<file path="config.mk">
export PLATFORM = sky130hd
export DESIGN_NAME = async_fifo
export DESIGN_NICKNAME = d
export VERILOG_FILES = /design/src/rtl/async_fifo_pkg.sv /design/src/rtl/fifo_ptr.sv /design/src/rtl/async_fifo.sv
export SDC_FILE = /design/constraint.sdc
export NUM_CORES = 1
export LEC_CHECK = 0
export CAP_MARGIN = 20
export CORE_ASPECT_RATIO = 0.75
export CORE_UTILIZATION = 45
export CTS_CLUSTER_DIAMETER = 30
export CTS_CLUSTER_SIZE = 28
export DETAILED_ROUTE_END_ITERATION = 10
export PLACE_DENSITY_LB_ADDON = 0.08
export SLEW_MARGIN = 25
export SYNTH_ARGS = -nofsm -noshare
export SYNTH_HDL_FRONTEND = slang
export SYNTH_SLANG_ARGS = --single-unit
</file>
<file path="constraint.sdc">
create_clock -name clk -period 2.6 [get_ports clk]
set_input_delay 0.52 -clock clk [delete_from_list [all_inputs] [get_ports clk]]
set_output_delay 0.52 -clock clk [all_outputs]
set_load 0.01 [all_outputs]
</file>
<file path="src/rtl/async_fifo_pkg.sv">
`default_nettype none
// ============================================================================
//  Module   : async_fifo_pkg
//  Brief    : Shared default sizing constants for the async_fifo block.
//  Revision : 1.0 - initial release
// ============================================================================
package async_fifo_pkg;
    localparam int DATA_WIDTH = 8;
    localparam int FIFO_DEPTH = 16;
endpackage
`default_nettype wire

</file>
<file path="src/rtl/fifo_ptr.sv">
`default_nettype none
// ============================================================================
//  Module   : fifo_ptr
//  Brief    : Wrap-bit-extended FIFO pointer; increments modulo 2^(address_size+1).
//  Revision : 1.0 - initial release
// ============================================================================
module fifo_ptr #(
    parameter int address_size = 4
) (
    input  logic                  clk,
    input  logic                  rst_n,
    input  logic                  inc_en,
    output logic [address_size:0] ptr
);

    always_ff @(posedge clk or negedge rst_n) begin
        if (!rst_n) begin
            ptr <= '0;
        end else if (inc_en) begin
            ptr <= ptr + 1'b1;
        end
    end

endmodule
`default_nettype wire

</file>
<file path="src/rtl/async_fifo.sv">
`default_nettype none
// ============================================================================
//  Module   : async_fifo
//  Brief    : Single-clock FIFO with registered read data and full/empty flags.
//  Revision : 1.0 - initial release
// ============================================================================
module async_fifo
    import async_fifo_pkg::*;
#(
    parameter int data_width   = DATA_WIDTH,
    parameter int fifo_depth   = FIFO_DEPTH,
    parameter int address_size = $clog2(fifo_depth)
) (
    input  logic                  clk,
    input  logic                  rst_n,
    input  logic                  wr_en,
    input  logic                  rd_en,
    input  logic [data_width-1:0] data_in,
    output logic [data_width-1:0] data_out,
    output logic                  full,
    output logic                  empty
);

    logic [data_width-1:0] mem [fifo_depth];
    logic [address_size:0] wr_ptr;
    logic [address_size:0] rd_ptr;
    logic                  wr_accept;
    logic                  rd_accept;

    // Both requests are qualified by the flags as they stand before the edge,
    // so a write into an empty FIFO is never visible to a same-cycle read.
    assign wr_accept = wr_en && !full;
    assign rd_accept = rd_en && !empty;

    assign empty = (wr_ptr == rd_ptr);
    assign full  = (wr_ptr[address_size] != rd_ptr[address_size]) &&
                   (wr_ptr[address_size-1:0] == rd_ptr[address_size-1:0]);

    fifo_ptr #(
        .address_size (address_size)
    ) u_wr_ptr (
        .clk    (clk),
        .rst_n  (rst_n),
        .inc_en (wr_accept),
        .ptr    (wr_ptr)
    );

    fifo_ptr #(
        .address_size (address_size)
    ) u_rd_ptr (
        .clk    (clk),
        .rst_n  (rst_n),
        .inc_en (rd_accept),
        .ptr    (rd_ptr)
    );

    // Storage is deliberately left unreset.
    always_ff @(posedge clk) begin
        if (wr_accept) begin
            mem[wr_ptr[address_size-1:0]] <= data_in;
        end
    end

    always_ff @(posedge clk or negedge rst_n) begin
        if (!rst_n) begin
            data_out <= '0;
        end else if (rd_accept) begin
            data_out <= mem[rd_ptr[address_size-1:0]];
        end
    end

endmodule
`default_nettype wire

</file>
==> impl_metrics.yaml <==
clock_tree:
  ctsRootBufferMaster: "clkbuf_16"
  cts_hold_buf: 0
  cts_tree: "yes"
  clk_latency_ps: 400
  clockBufferDepth: 2
  clock_sinks: 146
  cts_buffers: 17
  htree_levels: 4
  path_clk_slew_ps: 60
synth:
  synth_seq_area_share_pct: 72.12
  yosysTopAreaCellShare_pct: 64.55
  async_reset_ff_share_pct: 12.33
  synth_top_cells_by_area: "edfxtp_1 65%, dfrtp_1 7.6%, mux4_1 5.7%"
  synth.cell_area_um2: 5954
  synth_ff_type: "edfxtp_1"
  synth_area_per_cell_um2: 19.78
  ys_ff_latch: 146
  postSynthCellCount: 301
  synth-edff-count: 128
  yosysUniqueCellTypes: 29
  synth_nets: 318
  synth_top_area_cell: "edfxtp_1"
  yosys_warnings: 0
setup_path:
  crit_type: "reg2out"
  max_stage_delay_ps: 500
  path_max_fanout: 5
  crit_chain: "xor2_1 -> nor2_1 -> clkdlybuf4s50_1"
  arrival_ps: 1940
  crit_slowest_cell: "clkdlybuf4s50_1"
  critPathCaptureType: "output port"
  start_kind: "register"
  critPathRequiredTime_ps: 2080
global_routing:
  first_global_vias: 2940
  antenna_found_initial: 0
  grt-ovfl-total: 0
  grt_max_degree: 32
  grt_util_all_layers_pct: 20.21
  grt_pass1_wl_mm: 18.79
timing:
  fin_tns_setup_ps: 0
  max_slew_margin_pct: 50.68
  setup_viol: 0
  whs_ps: 474.9
  period_needed_ps: 2460
  fmax_mhz: 406.6
  drv_slew: 0
  rsz0062_at_grt: "no"
  worst_pin_slew_ps: 737.5
  timing.final.crit_share_pct: 94.60
  fin_skew_ps: 10.46
  hold_viol: 0
detailed_routing:
  dr.max_layer_used: "met4"
  wl_met3_um: 835
  met1_length_mm: 6.038
  met2WireLength_mm: 5.646
  avgRoutedWirePerCell_um: 23.79
  vias: 2903
  first_iter_violations: 254
  postRouteAntennaNets: 0
  first_pass_iters: 4
  viasPerCell: 5.488
  drcViolationCount: 0
  routed_wl_mm: 12.59
placed_design:
  place_hpwl_mm: 7.950
  placed_area_um2: 6472
  gp_congestion: 0.7612
  port_buffers: 21
final_layout:
  seq_area_um2: 4298
  stdcell_area_um2: 7138
  layout.nets: 367
  drive_above_1_share_pct: 25.90
  syn_to_final_growth_pct: 19.88
  multi_input_area_um2: 1602
  final.fill_count: 983
  diodes: 0
power:
  total_power_mw: 8.256
  p_leak_nw: 2.535
  power.density_nw_per_um2: 1157
  peakVddDrop_mv: 0.5263
floorplanning:
  die_area_um2: 13700
  die_y_um: 101.6
  initial_core_util_pct: 47.38
  die_w_um: 134.8
  fp-row-count: 35
  core_area_um2: 12570
  ios: 22
worst_hold_path:
  hold_class: "in2async"
flow_run:
  cap_violations: 0
run_status:
  status: "completed"
-- final timing paths --
path / startpoint / end / slack [ps] / cells after the start
max: u_wr_ptr.ptr[4] / empty / 140 / 3
min: rst_n / data_out[4] / 470 / 2
max reg2reg: u_rd_ptr.ptr[1] / data_out[7] / 370 / 5
min reg2reg: data_out[2] / data_out[2] / 510 / 1
max in group asynchronous: rst_n / u_wr_ptr.ptr[2] / 1870 / 2
min in group clk: data_out[2] / data_out[2] / 510 / 1
-- placed cells by master, fill, tap and decap left out, types with 2 or more instances in the layout --
cell             netlist  routed
buf_4                  1      24
ha_1                   5       5
a221oi_1               8       8
o2111ai_1              2       2
clkinv_4               0       5
clkbuf_16              0      17
mux2i_1               16      16
inv_1                  3       3
nor2_1                 4       4
a22o_1                 8       8
clkdlybuf4s50_1        0      21
xnor2_1               13       9
mux4_2                11      11
mux4_1                13      13
nor2b_1                5       5
and3_1                14      14
bufinv_16              0       3
clkinvlp_4             0       2
nand2b_1               8       8
inv_6                  0       3
dfrtp_2                0       3
o211ai_1               4       4
and2_1                 2       2
mux2_2                18      18
xnor2_2                0       4
edfxtp_1             128     128
dfrtp_1               18      15
-- flip-flops by register name (all words and copies together) (netlist names) --
name,flops
data_out,8
u_wr_ptr.ptr,5
u_rd_ptr.ptr,5
mem,128
-- routing by layer --
layer / vias up / GRT usage, %
li1: 1328 / -
met1: 1490 / 30.17
met2: 81 / 29.74
met3: 4 / 4.104
met4: 0 / 6.914
met5: - / 0
-- cells in the mapped netlist (2+ instances only) --
cell type / n
a221oi_1: 8
edfxtp_1: 128
mux2i_1: 16
dfrtp_1: 18
o211ai_1: 4
mux2_2: 18
mux4_1: 13
a22o_1: 8
buf_1: 2
clkbuf_1: 5
ha_1: 5
nand2b_1: 8
and2_1: 2
o2111ai_1: 2
nor2b_1: 5
buf_6: 2
buf_2: 5
xnor2_1: 13
and3_1: 14
nor2_1: 4
inv_1: 3
mux4_2: 11
-- cells by family after synthesis --
| kind of cell | share of synthesized area, % |
|---|---|
| mux | 15.99 |
| buf+inv | 1.639 |
| flops | 72.12 |
| simple gates | 3.593 |
| xor+xnor | 2.059 |
| compound gates | 3.551 |
| fa+ha+maj | 1.051 |
-- power breakdown --
part | internal, mW | switching (mW) | leakage (nW)
registers | 2.92 | 0.211 | 1.36
clock network | 1.52 | 0.948 | 0.291
logic | 1.33 | 1.32 | 0.881
total | 5.77 | 2.48 | 2.54
-- worst max-delay path: cells and delay by family (launching register included) --
kind,cells,cell delay (ps)
XOR/XNOR,1,490
AND/OR/NAND/NOR,1,100
buffers and inverters,1,500
flip-flops,1,440
-- stage by stage --
step,std cells,utilization [%],setup slack (ps)
after floorplan,301,-,523.8
after global placement,495,51.50,375.0
after detailed placement,495,51.50,327.6
after CTS,527,56.48,2.582
after global routing,529,56.79,30.08
final,529,56.79,140.4
-- timing repair --
item,4_1_cts,5_1_grt
pin swaps,1,1
resized for setup,2,5
setup endpoints to repair,2,2
setup buffers,0,2
-- cell type report --
type,count,share of cell area (%)
Clock inverter,14,2.524
Clock buffer,18,6.012
Sequential cell,146,60.21
Timing Repair Buffer,46,5.749
Tap cell,166,2.910
Multi-Input combinational cell,136,22.44
Inverter,3,0.1578
(Power assumes the default switching activity.)
